--- src/rtl/mux_rr_arbiter.sv ---
// Round-robin arbiter and capture stage feeding the select lines of an 8:1 byte mux.
// Grants one requesting channel, captures the mux byte one cycle later and
// presents it downstream with a valid/ready handshake.
module mux_rr_arbiter #(
  parameter int unsigned DATA_W = 8
) (
  input  logic              clk,
  input  logic              rst,
  input  logic [7:0]        req,
  input  logic [DATA_W-1:0] mux_y,
  output logic              s0,
  output logic              s1,
  output logic              s2,
  output logic [7:0]        gnt,
  output logic [DATA_W-1:0] out_data,
  output logic [2:0]        out_ch,
  output logic              out_valid,
  input  logic              out_ready
);

  localparam int unsigned NCH  = 8;
  localparam int unsigned CH_W = 3;

  localparam logic [1:0] ST_IDLE    = 2'd0;
  localparam logic [1:0] ST_CAPTURE = 2'd1;
  localparam logic [1:0] ST_WAIT    = 2'd2;

  logic [1:0]        state, state_nxt;
  logic [CH_W-1:0]   last, last_nxt;
  logic [CH_W-1:0]   sel, sel_nxt;
  logic [NCH-1:0]    gnt_q, gnt_nxt;
  logic [DATA_W-1:0] data_q, data_nxt;
  logic [CH_W-1:0]   ch_q, ch_nxt;
  logic              valid_q, valid_nxt;

  logic [CH_W-1:0]   win;
  logic [CH_W-1:0]   idx;
  logic              found;
  logic              arb;

  // Round-robin search: first set request bit after the last granted channel, wrapping.
  always_comb begin
    win   = last;
    idx   = last;
    found = 1'b0;
    for (int i = 1; i <= int'(NCH); i++) begin
      idx = last + CH_W'(i);
      if (!found && req[idx]) begin
        win   = idx;
        found = 1'b1;
      end
    end
  end

  // Next-state and next register values for the IDLE / CAPTURE / WAIT sequence.
  always_comb begin
    state_nxt = state;
    last_nxt  = last;
    sel_nxt   = sel;
    gnt_nxt   = '0;
    data_nxt  = data_q;
    ch_nxt    = ch_q;
    valid_nxt = valid_q;
    arb       = 1'b0;

    case (state)
      ST_IDLE: begin
        arb = found;
      end
      ST_CAPTURE: begin
        data_nxt  = mux_y;
        ch_nxt    = sel;
        valid_nxt = 1'b1;
        state_nxt = ST_WAIT;
      end
      ST_WAIT: begin
        if (out_ready) begin
          valid_nxt = 1'b0;
          if (found) begin
            arb = 1'b1;
          end else begin
            state_nxt = ST_IDLE;
          end
        end
      end
      default: begin
        state_nxt = ST_IDLE;
      end
    endcase

    if (arb) begin
      sel_nxt   = win;
      gnt_nxt   = NCH'(1) << win;
      last_nxt  = win;
      state_nxt = ST_CAPTURE;
    end
  end

  // State and output registers; synchronous reset drops any in-flight capture.
  always_ff @(posedge clk) begin
    if (rst) begin
      state   <= ST_IDLE;
      last    <= CH_W'(NCH - 1);
      sel     <= '0;
      gnt_q   <= '0;
      data_q  <= '0;
      ch_q    <= '0;
      valid_q <= 1'b0;
    end else begin
      state   <= state_nxt;
      last    <= last_nxt;
      sel     <= sel_nxt;
      gnt_q   <= gnt_nxt;
      data_q  <= data_nxt;
      ch_q    <= ch_nxt;
      valid_q <= valid_nxt;
    end
  end

  assign s0        = sel[0];
  assign s1        = sel[1];
  assign s2        = sel[2];
  assign gnt       = gnt_q;
  assign out_data  = data_q;
  assign out_ch    = ch_q;
  assign out_valid = valid_q;

endmodule

--- config.mk ---
export PLATFORM = sky130hd
export DESIGN_NAME = mux_rr_arbiter
export DESIGN_NICKNAME = d
export VERILOG_FILES = /design/src/rtl/mux_rr_arbiter.sv
export SDC_FILE = /design/constraint.sdc
export NUM_CORES = 1
export LEC_CHECK = 0
export CAP_MARGIN = 20
export CORE_AREA = 2 2 74 76
export DETAILED_ROUTE_END_ITERATION = 8
export DIE_AREA = 0 0 76 78
export PLACE_DENSITY = 0.72
export SYNTH_ARGS = -nofsm -noshare
export SYNTH_HDL_FRONTEND = slang
export SYNTH_SLANG_ARGS = --single-unit
--- constraint.sdc ---
create_clock -name clk -period 3.2 [get_ports clk]
set_input_delay 0.48 -clock clk [delete_from_list [all_inputs] [get_ports clk]]
set_output_delay 0.48 -clock clk [all_outputs]
set_load 0.05 [all_outputs]
# Yosys cells after proc, flatten, opt, wreduce, memory -nomap -nowiden
# Cells that the tools add are included.
word_totals:
  regBits: 28
  latch_bits: 0
  ram_bits: 0
  rom_bits: 0
  in_bits: 19
  output_inout_bits: 23
  elab_cells: 95
  memories: 0
classes:
  n_addsub: 7
  mul: 0
  n_div: 0
  n_lt_le_gt_ge: 8
  n_eq_ne: 7
  shift: 1
  mux: 41
  bitwise_logic: 2
  n_reduce_logical: 21
ops:
  columns: ["cell", "count"]
  rows:
  - ["$lt 3x4->1 const B", 8]
  - ["$bmux 1 s3", 8]
  - ["$mux 3", 8]
  - ["$mux 1", 20]
  - ["$add 3x3->3 const B", 4]
  - ["$shl 1x3->8 const A", 1]
  - ["$logic_and 1x1->1", 7]
  - ["$logic_not 1->1", 7]
  - ["$add 3x2->3 const B", 2]
  - ["$ne 2x2->1 const B", 3]
  - ["$ne 3x3->1 const B", 2]
  - ["$pmux 2 s3", 1]
  - ["$reduce_and 3->1", 2]
  - ["$mux 2", 2]
  - ["$pmux 1 s2", 2]
  - ["$reduce_or 2->1", 2]
  - ["$add 3x1->3 const B", 1]
  - ["$eq 2x1->1 const B", 1]
  - ["$eq 2x2->1 const B", 1]
  - ["$logic_not 2->1", 1]
  - ["$not 1->1", 2]
  - ["$reduce_and 2->1", 1]
  - ["$reduce_bool 2->1", 1]

# Logic depth before layout (Yosys ltp)
logic_depth:
  word_depth: 30
  depth_mapped: 14
  depth_no_buf: 10

# Worst setup path after synthesis
# OpenSTA, ideal clock, no wires.
synth_path:
  kind: "reg2reg"
  start: "register last[1]"
  end: "register last[0]"
  arrival_time_ns: 3.130
  required_time_ns: 3.073
  slack_ns: -0.057
  path_stages_with_launch: 12
  cell_sequence: "dfxtp_1 -> buf_2 -> inv_1 -> ha_1 -> buf_6 -> mux2_1 -> mux4_2 -> nor4_4 -> nand3b_1 -> o211a_2 -> o21ai_2 -> or3b_1"
synth_between:
  elab_chain_cells: 28
  word_cells_on_any_way: 56
  cone_classes: "add/sub (7); mux (35); reduce/logical (14)"
synth_rtl:
  columns: ["element", "line_no", "text"]
  rows:
  - ["start: declaration", "29", "logic [CH_W-1:0] last, last_nxt;"]
  - ["start signal: assignment", "103", "last <= CH_W'(NCH - 1);"]
  - ["start signal: assignment", "111", "last <= last_nxt;"]
  - ["$add 3x1->3", "47", "idx = last + CH_W'(i);"]
  - ["$bmux 1 s3", "48", "if (!found && req[idx]) begin"]
  - ["$mux 1 (implied by the code)", "48", null]
  - ["$mux 1", "48", null]
  - ["$logic_not 1->1", "48", null]
  - ["$logic_and 1x1->1", "48", null]
  - ["$mux 1", "48", null]
  - ["$logic_not 1->1", "48", null]
  - ["[12 not listed]", null, null]
  - ["$logic_and 1x1->1", "48", null]
  - ["$mux 1", "48", null]
  - ["$logic_not 1->1", "48", null]
  - ["$logic_and 1x1->1", "48", null]
  - ["$mux 1", "48", null]
  - ["$mux 1", "79", "if (found) begin"]
  - ["$mux 1", "77", "if (out_ready) begin"]
  - ["$pmux 1 s2", "66", "case (state)"]
# Several ways; a longest one is shown, not always the timed one. The select of a mux whose other input is x is not followed.
# A chain may end at the register's enable or synchronous reset.

# Worst setup path after layout
layout_path:
  start: "register last[0]"
  end: "register gnt_q[2], in the netlist gnt[2]"
layout_between:
  elab_chain_cells: 30
  word_cells_on_any_way: 59
  cone_classes: "add/sub (7); shift (1); mux (35); bitwise (1); reduce/logical (15)"
layout_rtl:
  columns: ["element", "line_no", "text"]
  rows:
  - ["$add 3x1->3", "47", null]
  - ["$bmux 1 s3", "48", null]
  - ["$mux 1 (implied by the code)", "48", null]
  - ["$mux 1", "48", null]
  - ["$logic_not 1->1", "48", null]
  - ["$logic_and 1x1->1", "48", null]
  - ["$mux 1", "48", null]
  - ["$logic_not 1->1", "48", null]
  - ["[14 not listed]", null, null]
  - ["$logic_not 1->1", "48", null]
  - ["$logic_and 1x1->1", "48", null]
  - ["$mux 1", "48", null]
  - ["$mux 1", "79", null]
  - ["$mux 1", "77", null]
  - ["$pmux 1 s2", "66", null]
  - ["$not 1->1 (no line)", null, null]
  - ["$reduce_or 2->1 (no line)", null, null]
  - ["end signal: assignment", "113", "gnt_q <= gnt_nxt;"]
  - ["end: declaration", "31", "logic [NCH-1:0] gnt_q, gnt_nxt;"]
# Several ways; a longest one is shown, not always the timed one. The select of a mux whose other input is x is not followed.

==> metrics.md <==
| Metric | Value |
|---|---|
| Global-route wire length before repair | `9.384 mm` |
| Post-synth top area cell | `dfxtp_1` |
| Area grow syn2layout | `30.04%` |
| Reg area | `between 500 and 600 sq um` |
| Num ports | `42` |
| Yosys reg bits | `28` |
| Placer's final routability congestion estimate | `0.9378` |
| Max Clock Freq | `about 0.33 GHz` |
| Setup WS post-layout | `~0.17 ns` |
| Via density | `~5.7` |
| Peak supply drop | `about 680 uV` |
| # clock sinks | `28` |
| CP Max Fanout | `17` |
| Slew @ Worst Pin | `just under 0.8 ns` |
| Top cells by area, synth | `dfxtp_1 (25%), mux4_2 (17%), mux2i_1 (5.8%)` |
| Reg-to-reg startpoint | `last[0]` |
| Final ANT Viol Nets | `0` |
| Root Driver | `clkbuf_8` |
| Cells after Synth | `239` |
| Die area | `0.005928 sq mm` |
| Worst setup SP type | `flop` |
| Tmin final | `roughly 3.0 ns` |
| Netlist cell types | `61` |
| Synth Area per Inst | `roughly 9.4 sq um` |
| DRT iter0 DRCs | `between 90 and 100` |
| Mapped Area | `between 0.002 and 0.0025 sq mm` |
| Initial antenna violation count | `0` |
| DR DRC count | `0` |
| DR WL met2 | `2.798 mm` |
| Worst Hold Launch | `out_data[5]` |
| LEAKAGE | `about 1.1 nW` |
| Setup Slack @ Placement | `-0.08391 ns` |
| Max-Cap Viols | `0` |
| Yosys warnings | `0` |
| I/O Buffers | `41` |
| WL met1 | `~2.5 mm` |
| Final Cycle Share | `94.64%` |
| Critical Path AT | `approximately 3.2 ns` |
| Total track usage | `19.19%` |
| H-tree levels | `1` |
| Gr ovfl total | `0` |
| EDFF count, synth | `0` |
| Routed wl met3 | `306 microns` |
| Hold Buf Count CTS | `0` |
| Share of layout cells above drive strength 1 | `25.87%` |
| CTS Buf Count | `3` |
| DIE WIDTH | `~76 microns` |
| Initial core utilization | `around 45%` |
| Post-CTS Setup Inserts | `0` |
| Mapped Nets | `260` |
| Resize count post-CTS | `0` |
| Area of the multi-input gates | `between 0.0015 and 0.002 sq mm` |
| Final Slew Violations | `0` |
| Status | `completed` |
| CTS tree | `built` |
| CP Launch Point | `last[0]` |
| Wire per inst | `about 16 microns` |
| Max layer used | `met4` |
| Core Area | `0.005042 sq mm` |
| Cell area power density | `1052 mW/mm^2` |
| Filler Cell Count | `438` |
| Register area share after synthesis | `roughly a quarter` |
| Worst-path clk slew | `0.09 ns` |
| Finish-stage setup viols | `0` |
| Fin nets | `~310` |
| Most used flip-flop cell after synthesis | `dfxtp_1` |
| Vias in the first global route | `1921` |
| Final Util | `between 50 and 60%` |
| Final hold vios | `0` |
| Drt total wl | `approximately 5.7 mm` |
| Worst Hold Class | `flop to flop` |
| Max-Slew Margin vs Limit | `46.98%` |
| Post-DP HPWL | `approximately 4.3 mm` |
| Largest net degree at the start of global routing | `26` |
| Via Count | `2030` |
| DRT Pass-1 Iters | `4` |
| Antenna cells | `0` |
| Later-pin clock latency in the skew report | `between 0.2 and 0.3 ns` |
| Synth top area share | `24.97%` |
| Setup TNS | `0 ns` |
| CTS Buffer Depth | `2` |
| Worst EP required | `~3.4 ns` |
| Die Ht | `78 microns` |
| Crit path kind | `flop to flop` |
| Worst setup EP type | `flop` |
| Cell Rows | `26` |
| Clk_skew | `0.008590 ns` |
| Share of flip-flops with an asynchronous set or reset | `0%` |
## final timing paths
check	to	slack, ns	depth (start not counted)
worst max-delay path	gnt[2]	0.17	11
worst max register to register	gnt[2]	0.17	11
worst min register to register	out_data[5]	0.46	2
worst min-delay path	out_data[5]	0.46	2
## routing by layer
| metal | GRT usage, % | vias up |
|---|---|---|
| met5 | 0 | - |
| met4 | 4.727 | 0 |
| met3 | 2.907 | 8 |
| met2 | 34.64 | 65 |
| met1 | 24.12 | 978 |
| li1 | - | 979 |
## cell usage in the layout (no fill, tap or decap), drive strengths merged, types with 5 or more instances in the layout
cell type and count:
buf 24, clkdlybuf4s50 41, xnor2 5, mux2 12, mux4 18, nor3 6
nand2 30, o21ai 8, mux2i 14, inv 7, nor2 11, a21oi 21
dfxtp 28
## worst max-delay path, cell delays in order (launching register included)
cell      delay [ns]
dfxtp_1         0.36
inv_2           0.05
ha_2            0.42
buf_12          0.19
mux2_2          0.36
nor2_1          0.16
a221oi_1        0.19
buf_4           0.19
a311o_1         0.33
a32oi_2         0.21
a21oi_2         0.16
nor4_2          0.33
## power breakdown
part	internal, W	switching, W
clock	0.000167	0.000106
combinational	0.00105	0.00127
sequential	0.000429	0.0000502
total	0.00165	0.00142
## synth_stat cells (all sizes together) (5+ instances only)
library cell and number:
nand2 30, dfxtp 28, inv 7, mux4 18, mux2i 14, o21ai 8
nor3 6, buf 11, mux2 12, xnor2 5, a21oi 21, nor2 11
clkbuf 11
## final cells by class
| type | instances | share of cell area [%] |
|---|---|---|
| multi-input cells | 181 | 53.62 |
| repair buffers | 65 | 20.66 |
| flip-flops and latches | 28 | 19.25 |
| well taps | 70 | 3.000 |
| clock buffers | 3 | 1.414 |
| clock inverters | 1 | 1.029 |
| inverters | 8 | 1.029 |
## kinds of logic (layout without fill, tap and decap cells)
logic type | after synthesis | in the layout | share of synthesized area [%]
compound gates | 55 | 55 | 16.50
fa+ha+maj | 2 | 2 | 1.115
xor+xnor | 7 | 7 | 3.401
mux | 44 | 44 | 30.82
simple gates | 73 | 73 | 16.89
buf+inv | 30 | 77 | 6.299
flops | 28 | 28 | 24.97
## through the flow
step	hold WS [ns]	total power [W]	cell area, sq um	cells
after floorplan	0.5420	0.002170	2248	239
after global placement	0.4417	0.002713	2825	352
after detailed placement	0.4465	0.002744	2825	352
after CTS	0.4591	0.003021	2897	356
after global routing	0.4806	0.003262	2919	356
final	0.4556	0.003072	2919	356
## flip-flops by register name, summed over array words and instances, names as in the netlist
signal	count
gnt	8
out_data	8
last	3
out_ch	3
sel	3
state	2
out_valid	1
Note: power is estimated with default switching activity, not from simulation.
